### src/rtl/if_fetch_stage_pkg.sv
// Shared constants and types for the instruction-fetch stage.
package if_fetch_stage_pkg;

  localparam int unsigned XLEN_DEF     = 32;
  localparam int unsigned INST_W       = 32;
  localparam int unsigned FB_DEPTH_DEF = 2;
  localparam logic [31:0] RESET_PC_DEF = 32'h0000_0000;
  localparam logic [INST_W-1:0] NOP_INST = 32'h0000_0013;

  // Where the IF/ID register takes its next instruction from.
  typedef enum logic [1:0] {
    SRC_NONE = 2'd0,
    SRC_BUF  = 2'd1,
    SRC_BYP  = 2'd2
  } id_src_e;

endpackage

### src/rtl/fetch_buffer.sv
// Two-entry {pc, inst} FIFO holding fetched words while decode is stalled.
module fetch_buffer
  import if_fetch_stage_pkg::*;
#(
  parameter int unsigned PC_W  = XLEN_DEF,
  parameter int unsigned DEPTH = FB_DEPTH_DEF,
  localparam int unsigned CNT_W = $clog2(DEPTH + 1)
) (
  input  logic              clk,
  input  logic              i_clear,
  input  logic              i_push,
  input  logic [PC_W-1:0]   i_push_pc,
  input  logic [INST_W-1:0] i_push_inst,
  input  logic              i_pop,
  output logic [PC_W-1:0]   o_head_pc,
  output logic [INST_W-1:0] o_head_inst,
  output logic [CNT_W-1:0]  o_count
);

  localparam int unsigned PTR_W = $clog2(DEPTH);

  logic [PC_W-1:0]   r_pc_mem   [DEPTH];
  logic [INST_W-1:0] r_inst_mem [DEPTH];
  logic [PTR_W-1:0]  r_rd_ptr;
  logic [PTR_W-1:0]  r_wr_ptr;
  logic [CNT_W-1:0]  r_count;

  // Pointers and occupancy; clear covers both reset and redirect.
  always_ff @(posedge clk) begin
    if (i_clear) begin
      r_rd_ptr <= '0;
      r_wr_ptr <= '0;
      r_count  <= '0;
    end else begin
      if (i_push) r_wr_ptr <= r_wr_ptr + PTR_W'(1);
      if (i_pop)  r_rd_ptr <= r_rd_ptr + PTR_W'(1);
      r_count <= r_count + CNT_W'(i_push) - CNT_W'(i_pop);
    end
  end

  always_ff @(posedge clk) begin
    if (i_push && !i_clear) begin
      r_pc_mem[r_wr_ptr]   <= i_push_pc;
      r_inst_mem[r_wr_ptr] <= i_push_inst;
    end
  end

  assign o_head_pc   = r_pc_mem[r_rd_ptr];
  assign o_head_inst = r_inst_mem[r_rd_ptr];
  assign o_count     = r_count;

  // The issue credit keeps pushes away from a full buffer.
  a_no_overflow: assert property (@(posedge clk) disable iff (i_clear)
    !(i_push && (r_count == CNT_W'(DEPTH))));

endmodule

### src/rtl/if_fetch_stage.sv
// Instruction fetch: PC, credit-based IMEM issue, redirect kill and IF/ID register.
module if_fetch_stage
  import if_fetch_stage_pkg::*;
#(
  parameter int unsigned     XLEN     = XLEN_DEF,
  parameter logic [XLEN-1:0] RESET_PC = XLEN'(RESET_PC_DEF),
  parameter int unsigned     FB_DEPTH = FB_DEPTH_DEF
) (
  input  logic              clk,
  input  logic              rst,
  input  logic              IF_ID_w,
  input  logic              Branch_Taken,
  input  logic [XLEN-1:0]   Branch_Target,
  output logic              Imem_Req,
  output logic [XLEN-1:0]   Imem_Addr,
  input  logic [INST_W-1:0] Imem_Rdata,
  output logic [XLEN-1:0]   ID_Pc,
  output logic [INST_W-1:0] ID_Inst,
  output logic              ID_Valid
);

  localparam int unsigned CNT_W = $clog2(FB_DEPTH + 1);
  localparam int unsigned OCC_W = CNT_W + 1;

  logic [XLEN-1:0]   r_pc;
  logic              r_inflight;
  logic [XLEN-1:0]   r_inflight_pc;
  logic              r_kill;
  logic [XLEN-1:0]   r_id_pc;
  logic [INST_W-1:0] r_id_inst;
  logic              r_id_valid;

  logic              w_flush;
  logic              w_resp_vld;
  logic [XLEN-1:0]   w_target;
  id_src_e           w_id_src;
  logic              w_pop;
  logic              w_bypass;
  logic              w_push;
  logic              w_issue;
  logic [OCC_W-1:0]  w_occ;
  logic [OCC_W-1:0]  w_credit_lim;
  logic [CNT_W-1:0]  w_fb_count;
  logic [XLEN-1:0]   w_head_pc;
  logic [INST_W-1:0] w_head_inst;

  assign w_flush    = rst || Branch_Taken;
  assign w_resp_vld = r_inflight && !r_kill;
  assign w_target   = Branch_Target & ~XLEN'(3);

  // IF/ID source: buffered words are older than the arriving response.
  always_comb begin
    w_id_src = SRC_NONE;
    if (!w_flush && IF_ID_w) begin
      if (w_fb_count != '0) begin
        w_id_src = SRC_BUF;
      end else if (w_resp_vld) begin
        w_id_src = SRC_BYP;
      end
    end
  end

  assign w_pop    = (w_id_src == SRC_BUF);
  assign w_bypass = (w_id_src == SRC_BYP);
  assign w_push   = !w_flush && w_resp_vld && !w_bypass;

  // Issue only while buffered + in-flight words, net of this cycle's pop, stay below depth.
  assign w_occ        = OCC_W'(w_fb_count) + OCC_W'(w_resp_vld);
  assign w_credit_lim = OCC_W'(FB_DEPTH) + OCC_W'(w_pop);
  assign w_issue      = !w_flush && (w_occ < w_credit_lim);

  assign Imem_Req  = w_issue;
  assign Imem_Addr = r_pc;

  fetch_buffer #(
    .PC_W  (XLEN),
    .DEPTH (FB_DEPTH)
  ) u_fetch_buffer (
    .clk         (clk),
    .i_clear     (w_flush),
    .i_push      (w_push),
    .i_push_pc   (r_inflight_pc),
    .i_push_inst (Imem_Rdata),
    .i_pop       (w_pop),
    .o_head_pc   (w_head_pc),
    .o_head_inst (w_head_inst),
    .o_count     (w_fb_count)
  );

  // PC, in-flight tracking and the one-cycle kill after a redirect.
  always_ff @(posedge clk) begin
    if (rst) begin
      r_pc          <= RESET_PC;
      r_inflight    <= 1'b0;
      r_inflight_pc <= RESET_PC;
      r_kill        <= 1'b0;
    end else begin
      r_kill     <= Branch_Taken;
      r_inflight <= w_issue;
      if (Branch_Taken) begin
        r_pc <= w_target;
      end else if (w_issue) begin
        r_pc          <= r_pc + XLEN'(4);
        r_inflight_pc <= r_pc;
      end
    end
  end

  // IF/ID pipeline register; holds on stall, bubbles on flush or starvation.
  always_ff @(posedge clk) begin
    if (rst) begin
      r_id_pc    <= '0;
      r_id_inst  <= NOP_INST;
      r_id_valid <= 1'b0;
    end else if (Branch_Taken) begin
      r_id_inst  <= NOP_INST;
      r_id_valid <= 1'b0;
    end else if (IF_ID_w) begin
      case (w_id_src)
        SRC_BUF: begin
          r_id_pc    <= w_head_pc;
          r_id_inst  <= w_head_inst;
          r_id_valid <= 1'b1;
        end
        SRC_BYP: begin
          r_id_pc    <= r_inflight_pc;
          r_id_inst  <= Imem_Rdata;
          r_id_valid <= 1'b1;
        end
        default: begin
          r_id_inst  <= NOP_INST;
          r_id_valid <= 1'b0;
        end
      endcase
    end
  end

  assign ID_Pc    = r_id_pc;
  assign ID_Inst  = r_id_inst;
  assign ID_Valid = r_id_valid;

endmodule

### config.mk
export PLATFORM = sky130hd
export DESIGN_NAME = if_fetch_stage
export DESIGN_NICKNAME = d
export VERILOG_FILES = /design/src/rtl/if_fetch_stage_pkg.sv /design/src/rtl/fetch_buffer.sv /design/src/rtl/if_fetch_stage.sv
export SDC_FILE = /design/constraint.sdc
export NUM_CORES = 1
export LEC_CHECK = 0
export ABC_AREA = 1
export CAP_MARGIN = 20
export CORE_MARGIN = 8
export CORE_UTILIZATION = 50
export CTS_BUF_LIST = sky130_fd_sc_hd__clkbuf_16
export DETAILED_ROUTE_END_ITERATION = 12
export PLACE_DENSITY = 0.75
export SLEW_MARGIN = 40
export SYNTH_ARGS = -nofsm -noshare
export SYNTH_HDL_FRONTEND = slang
export SYNTH_SLANG_ARGS = --single-unit
### constraint.sdc
create_clock -name clk -period 6.29 [get_ports clk]
set_input_delay 0.9435 -clock clk [delete_from_list [all_inputs] [get_ports clk]]
set_output_delay 0.9435 -clock clk [all_outputs]
set_load 0.05 [all_outputs]
==> results of run 1 <==
==> cell usage after synthesis (all sizes together) <==
cell type,count,area [um^2]
ha,4,50.1
mux2,57,642
o21bai,4,30.0
o211ai,61,458
nor3,1,5.00
clkbuf,24,90.1
nor2,95,397
buf,37,194
inv,135,509
edfxtp,124,3720
nand2,335,1270
nand4,2,12.5
xnor2,5,43.8
clkinv,1,3.75
or2,2,12.5
dfxtp,130,2600
mux2i,2,20.0
a21oi,43,223
xor2,3,26.3
nand3,87,440
a21boi,3,22.5
o21ai,34,170
and2,1,6.26
conb,1,3.75
==> worst min path at each step <==
stage                                 start                             end  slack [ns]  cells after the start
after global placement    r_inflight_pc[23]  u_fetch_buffer.r_pc_mem[1][23]        0.43                      0
final                     r_inflight_pc[27]  u_fetch_buffer.r_pc_mem[1][27]        0.45                      0
after detailed placement   r_inflight_pc[9]   u_fetch_buffer.r_pc_mem[0][9]        0.44                      0
after global routing      r_inflight_pc[15]  u_fetch_buffer.r_pc_mem[0][15]        0.46                      0
after floorplan           r_inflight_pc[10]  u_fetch_buffer.r_pc_mem[0][10]        0.43                      0
after CTS                  r_inflight_pc[9]   u_fetch_buffer.r_pc_mem[0][9]        0.45                      0
==> cell families (layout without fill, tap and decap cells) <==
family	count (synthesis)	count (layout)	share of synthesized area, %
xor+xnor	8	8	0.639
flops	254	254	57.7
mux	59	59	6.04
simple gates	523	523	19.6
compound gates	145	145	8.24
other cells	1	4	0.0342
fa+ha+maj	4	4	0.457
buf+inv	197	357	7.27
==> layer usage <==
layer  GRT usage (%)  vias to the layer above  share of wire, %
met2            33.4                      284                48
li1                -                     4213                 -
met3            4.31                       28               8.2
met5               0                        -                 0
met1            24.5                     3923                43
met4            4.34                        0               1.3
==> flip-flops by register name, indices dropped and copies added, names as in the netlist, 2 cells and up, named ones only <==
signal                     count
ID_Inst                       32
r_inflight_pc                 30
u_fetch_buffer.o_count         2
Imem_Addr                     30
u_fetch_buffer.r_inst_mem     64
ID_Pc                         30
u_fetch_buffer.r_pc_mem       60
==> metrics by stage <==
step	setup WS (ns)	hold WS (ns)	std cells
after floorplan	1.49	0.426	1194
after global placement	2.18	0.427	1583
after detailed placement	2.16	0.435	1585
after CTS	2.15	0.447	1633
after global routing	1.86	0.456	1634
final	2.07	0.451	1634
==> power by group <==
part,switching (mW),internal [mW]
Sequential,0.0390,1.77
Combinational,0.183,0.107
Clock,0.610,0.814
Total,0.833,2.69
==> final cells by class <==
type,instances,area [um^2]
repair buffers,173,1750
multi-input cells,743,3880
clock inverters,21,119
well taps,280,350
fillers,1817,8070
clock buffers,27,676
flip-flops and latches,254,6330
inverters,136,513
==> impl_metrics.json, run 1 <==
{
  "crit_top_cell": "buf_4",
  "diodes": 0,
  "clock_sinks": 254,
  "cap_viol_max_count": 0,
  "cts_tree": "yes",
  "synth_cells": 1191,
  "cp_cell_sequence": "clkdlybuf4s50_1 > buf_4 > nor2_8 > buf_4 > inv_4 > nor2_2 > inv_1 > a21oi_2 > buf_4 > buf_4",
  "slowest_stage": "clkdlybuf4s50_1",
  "r2r_end": "Imem_Addr[4]",
  "tightest_slew_ns": 0.807,
  "critPathArrivalTime_ns": 3.27,
  "p_total_mw": 3.53,
  "pin_count": 166,
  "avgSynthCellArea_um2": 9.20,
  "dpl_cell_area_um2": 12800,
  "gp_congestion": 0.872,
  "insertion_delay_ns": 0.52,
  "grt.total_usage_pct": 19.4,
  "cts-htree-levels": 1,
  "post_cts_buffers": 0,
  "p_leak_nw": 5.50,
  "dr.pass1.iters": 5,
  "hold_buffers": 0,
  "critPathCapture": "Imem_Req",
  "finalCriticalPeriod_ns": 4.22,
  "path_clk_slew_ns": 0.06,
  "r2r_start": "u_fetch_buffer.o_count[1]",
  "die_area_um2": 26900,
  "yosysSeqAreaShare_pct": 57.7,
  "place_hpwl_um": 17200,
  "rr_worst_depth": 9,
  "grt_overflow": 0,
  "cts_root_buf": "clkbuf_16",
  "max-clock-path-buffers": 3,
  "vias_per_cell": 5.17,
  "slew_viol_final": 0,
  "syn_to_final_growth_pct": 24.2,
  "ys_ff_latch": 254,
  "numCtsBuffers": 26,
  "tns_ns": 0,
  "drcViolationCount": 0,
  "postLayoutCoreUtil_pct": 62.8,
  "core.rowCount": 54,
  "worstSetupPathType": "input port to primary output",
  "core-area_um2": 21700,
  "numPortBuffers": 159,
  "layout_common_cells": "nand2_1, clkdlybuf4s50_1, inv_1",
  "wl_per_cell_um": 16.1,
  "fin_crit_sh_pct": 67.0,
  "layout-drive-gt1-share_pct": 9.60,
  "die_x_um": 164,
  "cpPeakStageDelay_ns": 0.40,
  "peakVddDrop_mv": 0.145,
  "rsz0062_at_grt": "no",
  "synthesis.area_um2": 11000,
  "drt-total-wl_um": 26200,
  "finalSetupViolCount": 0,
  "fin_nets": 1406,
  "crit_path_start": "rst",
  "grt_start_max_net_pins": 89,
  "antenna_found_initial": 0,
  "post_synth_num_cell_types": 37,
  "final_common_cell": "nand2_1",
  "fmax_mhz": 237,
  "final_area_um2": 13600,
  "grt_pass1_vias": 8413,
  "cp_top_family": "buffers and inverters",
  "skew_ns": 0.00898,
  "hold_viol_final": 0,
  "cp.depth": 10,
  "critPathBufInv": 7,
  "cts_resized": 0,
  "worst_ep_required_time_ns": 5.35,
  "postRouteAntennaNets": 0,
  "cp_max_fo": 34,
  "start_kind": "input port",
  "num_vias": 8448,
  "die_y_um": 164,
  "cp-end-kind": "primary output",
  "min_path_type": "flop to flop",
  "grt_pass1_wl_um": 42600,
  "drt_iter0_drc": 528,
  "status": "finished, final reports clean",
  "reg2reg_slack_ns": 3.96,
  "power_density_nw_per_um2": 259,
  "yosysWarnings": 0,
  "start_util_pct": 50.5,
  "timing.slew.headroom_pct": 46.2
}
Note: power is estimated with default switching activity, not from simulation.
==> run 2, diff against run 1 <==
--- a/config.mk
+++ b/config.mk
@@ -8,10 +8,10 @@
 export ABC_AREA = 1
 export CAP_MARGIN = 20
 export CORE_MARGIN = 8
-export CORE_UTILIZATION = 50
+export CORE_UTILIZATION = 49
 export CTS_BUF_LIST = sky130_fd_sc_hd__clkbuf_16
 export DETAILED_ROUTE_END_ITERATION = 12
-export PLACE_DENSITY = 0.75
+export PLACE_DENSITY = 0.76
 export SLEW_MARGIN = 40
 export SYNTH_ARGS = -nofsm -noshare
 export SYNTH_HDL_FRONTEND = slang
==> constraint.sdc (replaced) <==
create_clock -name clk -period 3.5 [get_ports clk]
set_input_delay 0.525 -clock clk [delete_from_list [all_inputs] [get_ports clk]]
set_output_delay 0.525 -clock clk [all_outputs]
set_load 0.05 [all_outputs]
==> impl_metrics.json, run 2 (same netlist as run 1, synthesis figures left out) <==
{
  "p_leak_nw": 5.54,
  "cts_tree": "yes",
  "finalCriticalPeriod_ns": 2.86,
  "skew_ns": 0.00883,
  "crit_path_start": "Branch_Taken",
  "cts_root_buf": "clkbuf_16",
  "core.rowCount": 54,
  "grt_start_max_net_pins": 67,
  "postRouteAntennaNets": 0,
  "grt_overflow": 0,
  "min_path_type": "flop to flop",
  "start_kind": "input port",
  "cap_viol_max_count": 0,
  "fmax_mhz": 349,
  "cp.depth": 7,
  "hold_viol_final": 0,
  "tns_ns": 0,
  "fin_ws_ns": 0.637,
  "gp_congestion": 0.889,
  "path_clk_slew_ns": 0.06,
  "dr.pass1.iters": 5,
  "antenna_found_initial": 0,
  "num_vias": 8569,
  "r2r_end": "ID_Inst[31]",
  "hold_buffers": 0,
  "max-clock-path-buffers": 3,
  "cp_cell_sequence": "clkdlybuf4s50_1 > nor2_8 > inv_4 > nor2_2 > inv_1 > a21oi_2 > buf_12",
  "tightest_slew_ns": 0.713,
  "peakVddDrop_mv": 0.315,
  "vias_per_cell": 5.23,
  "clock_sinks": 254,
  "pin_count": 166,
  "rsz0062_at_grt": "no",
  "die_area_um2": 27400,
  "drt_iter0_drc": 604,
  "finalSetupViolCount": 0,
  "start_util_pct": 50.1,
  "syn_to_final_growth_pct": 24.5,
  "insertion_delay_ns": 0.51,
  "p_total_mw": 6.34,
  "numPortBuffers": 159,
  "cp-end-kind": "primary output",
  "pre_cts_ws_ns": 0.509,
  "grt_pass1_wl_um": 42700,
  "place_hpwl_um": 17300,
  "critPathCapture": "Imem_Req",
  "cts-htree-levels": 1,
  "status": "finished, final reports clean",
  "dp.cells": 1589,
  "cts_resized": 0,
  "die_x_um": 166,
  "min_from": "r_inflight_pc[5]",
  "cpPeakStageDelay_ns": 0.57,
  "fin_nets": 1410,
  "grt.total_usage_pct": 19.2,
  "rr_worst_depth": 11,
  "worstSetupPathType": "input port to primary output",
  "power_density_nw_per_um2": 464,
  "layout_common_cells": "nand2_1, clkdlybuf4s50_1, inv_1",
  "critPathArrivalTime_ns": 2.34,
  "timing.slew.headroom_pct": 52.3,
  "fin_crit_sh_pct": 81.8,
  "final_cells": 1638,
  "core-area_um2": 21900,
  "reg2reg_slack_ns": 1.44,
  "layout-drive-gt1-share_pct": 9.43,
  "final_common_cell": "nand2_1",
  "slowest_stage": "clkdlybuf4s50_1",
  "drt-total-wl_um": 26500,
  "cp_max_fo": 11,
  "post_cts_buffers": 0,
  "diodes": 0,
  "worst_ep_required_time_ns": 2.97,
  "top_register": "u_fetch_buffer.r_inst_mem",
  "critPathBufInv": 4,
  "wl_per_cell_um": 16.2,
  "numCtsBuffers": 27,
  "r2r_start": "r_kill",
  "cp_top_family": "buffers and inverters",
  "slew_viol_final": 0,
  "drcViolationCount": 0,
  "die_y_um": 166,
  "largest_register_ffs": 64,
  "grt_pass1_vias": 8511
}
-- run 2: how the worst min path moves through the flow --
stage	end	slack, ns	cells after the start
3_3_place_gp	u_fetch_buffer.r_pc_mem[0][5]	0.43	0
6_report	u_fetch_buffer.r_pc_mem[0][5]	0.45	0
4_1_cts	u_fetch_buffer.r_pc_mem[0][5]	0.45	0
2_1_floorplan	u_fetch_buffer.r_pc_mem[0][10]	0.43	0
3_5_place_dp	u_fetch_buffer.r_pc_mem[1][13]	0.44	0
5_1_grt	u_fetch_buffer.r_pc_mem[0][19]	0.46	0
-- run 2: per-stage QoR --
step	area, um^2	hold slack [ns]	utilization (%)
finish	13600	0.449	62.3
detailed placement	12800	0.438	58.7
global placement	12800	0.426	58.7
global route	13600	0.457	62.3
floorplan	11000	0.426	-
CTS	13600	0.450	62.3
-- run 2: routing by layer --
metal  wire length [um]  track usage (%)  share of wire [%]  vias up
li1                   -                -                  -     4226
met1              11300             24.8                 43     3988
met2              12500             32.3                 47      310
met3               2190             3.79                8.3       45
met4                492             5.07                1.9        0
met5                  0                0                  0        -
-- run 2: area by class of cell --
cell class | instances | area [um^2]
clock buffers | 27 | 676
clock inverters | 22 | 129
fillers | 1843 | 8240
inverters | 136 | 513
multi-input cells | 743 | 3870
flip-flops and latches | 254 | 6330
well taps | 280 | 350
repair buffers | 176 | 1780
-- run 2: where the power goes --
part / internal (mW) / switching [mW] / leakage (nW)
logic: 0.198 / 0.330 / 2.90
clock network: 1.47 / 1.09 / 0.437
registers: 3.19 / 0.0697 / 2.20
==> run 3, diff against run 2 <==
==> constraint.sdc (replaced) <==
create_clock -name clk -period 2.4 [get_ports clk]
set_input_delay 0.36 -clock clk [delete_from_list [all_inputs] [get_ports clk]]
set_output_delay 0.36 -clock clk [all_outputs]
set_load 0.05 [all_outputs]
==> impl_metrics.json, run 3 (same netlist as run 1, synthesis figures left out) <==
{
  "cts_resized": 0,
  "finalCriticalPeriod_ns": 2.27,
  "drcViolationCount": 0,
  "slew_viol_final": 0,
  "critPathArrivalTime_ns": 1.91,
  "start_util_pct": 50.1,
  "crit_path_start": "rst",
  "status": "finished, final reports clean",
  "pin_count": 166,
  "die_area_um2": 27400,
  "cp_max_fo": 7,
  "hold_buffers": 0,
  "hold_ws_ns": 0.423,
  "core.rowCount": 54,
  "cts_root_buf": "clkbuf_16",
  "cpPeakStageDelay_ns": 0.51,
  "final_common_cell": "nand2_1",
  "grt.total_usage_pct": 19.5,
  "num_vias": 8642,
  "gp_congestion": 0.862,
  "max-clock-path-buffers": 3,
  "reg2reg_slack_ns": 0.39,
  "layout_common_cells": "nand2_1, clkdlybuf4s50_1, inv_1",
  "fmax_mhz": 440,
  "syn_to_final_growth_pct": 27.7,
  "power_density_nw_per_um2": 680,
  "vias_per_cell": 5.19,
  "fin_nets": 1437,
  "die_x_um": 166,
  "crit_top_cell": "buf_4",
  "rr_worst_depth": 9,
  "largest_register_ffs": 64,
  "top_register": "u_fetch_buffer.r_inst_mem",
  "r2r_end": "Imem_Addr[21]",
  "timing.slew.headroom_pct": 60.7,
  "p_total_mw": 9.51,
  "tightest_slew_ns": 0.587,
  "antenna_found_initial": 0,
  "r2r_start": "Imem_Addr[2]",
  "slowest_stage": "clkdlybuf4s50_1",
  "start_kind": "input port",
  "worst_ep_required_time_ns": 2.04,
  "drt-total-wl_um": 27100,
  "clock_sinks": 254,
  "drt_iter0_drc": 555,
  "hold_viol_final": 0,
  "cp.depth": 9,
  "peakVddDrop_mv": 0.610,
  "cts_tree": "yes",
  "cp_cell_sequence": "clkdlybuf4s50_1 > nor2_8 > inv_4 > buf_4 > nor2_2 > inv_1 > a21oi_2 > buf_4 > buf_12",
  "p_leak_nw": 5.68,
  "grt_overflow": 0,
  "finalSetupViolCount": 0,
  "postRouteAntennaNets": 0,
  "post_cts_buffers": 0,
  "diodes": 0,
  "die_y_um": 166,
  "dr.pass1.iters": 5,
  "grt_pass1_wl_um": 43200,
  "rsz0062_at_grt": "no",
  "grt_start_max_net_pins": 67,
  "critPathBufInv": 6,
  "skew_ns": 0.0135,
  "place_hpwl_um": 18100,
  "wl_per_cell_um": 16.3,
  "core-area_um2": 21900,
  "fin_crit_sh_pct": 94.6,
  "layout-drive-gt1-share_pct": 11.7,
  "worstSetupPathType": "input port to primary output",
  "numCtsBuffers": 27,
  "min_path_type": "input port to flop",
  "cp_top_family": "buffers and inverters",
  "insertion_delay_ns": 0.53,
  "grt_pass1_vias": 8620,
  "cts-htree-levels": 1,
  "cp-end-kind": "primary output",
  "fill_cells": 1778,
  "critPathCapture": "Imem_Req",
  "numPortBuffers": 159,
  "path_clk_slew_ns": 0.05,
  "cap_viol_max_count": 0
}
[run 3: cell count changes in the layout (fill, tap and decap cells not counted), moves of 2 or more]
cell / change
buf_4: +19
inv_1: -10
buf_12: +8
clkinv_1: +4
clkinv_2: +2
[run 3: worst register-to-register path, delay by kind of cell (launching register included)]
family                 cells  cell delay, ns
and+or+nand+nor            8            1.34
DFF                        1            0.45
buffers and inverters      1            0.09
[run 3: per-layer routing]
layer | global-route usage (%) | vias to the layer above | wire (um)
li1 | - | 4279 | -
met1 | 25.1 | 4004 | 11800
met2 | 32.9 | 322 | 12500
met3 | 3.99 | 37 | 2300
met4 | 5.15 | 0 | 490
met5 | 0 | - | 0
[run 3: area by class of cell]
cell class	count	area [um^2]	area share, %
clock buffer	27	676	4.83
clock inverter	22	169	1.21
inverter	136	513	3.67
multi-input combinational	743	3870	27.7
sequential	254	6330	45.2
tap	280	350	2.50
timing repair buffer	203	2080	14.9
[run 3: power breakdown]
| group | internal, mW | leakage [nW] | total (mW) | switching (mW) |
|---|---|---|---|---|
| clock network | 2.27 | 0.425 | 3.96 | 1.69 |
| logic | 0.316 | 3.06 | 0.809 | 0.493 |
| registers | 4.65 | 2.20 | 4.75 | 0.103 |
[run 3: stage by stage]
step                      TNS (ns)  utilization (%)  instances  worst slack (ns)  cell area, um^2
after floorplan                  0                -       1194            0.0134            11000
after global placement     -0.0678             60.1       1616           -0.0678            13100
after detailed placement    -0.174             60.1       1616            -0.174            13100
after CTS                        0             63.9       1665            0.0116            14000
after global routing             0             63.9       1665            0.0132            14000
final                            0             63.9       1665             0.128            14000
[run 3: worst min-delay path by stage]
stage | start | to | slack (ns) | cells past startpoint
floorplan | r_inflight_pc[10] | u_fetch_buffer.r_pc_mem[0][10] | 0.43 | 0
global placement | r_inflight_pc[24] | u_fetch_buffer.r_pc_mem[1][24] | 0.43 | 0
detailed placement | r_inflight_pc[5] | u_fetch_buffer.r_pc_mem[1][5] | 0.44 | 0
CTS | Branch_Target[8] | Imem_Addr[8] | 0.41 | 3
global route | Branch_Target[9] | Imem_Addr[9] | 0.43 | 3
finish | Branch_Target[8] | Imem_Addr[8] | 0.42 | 3
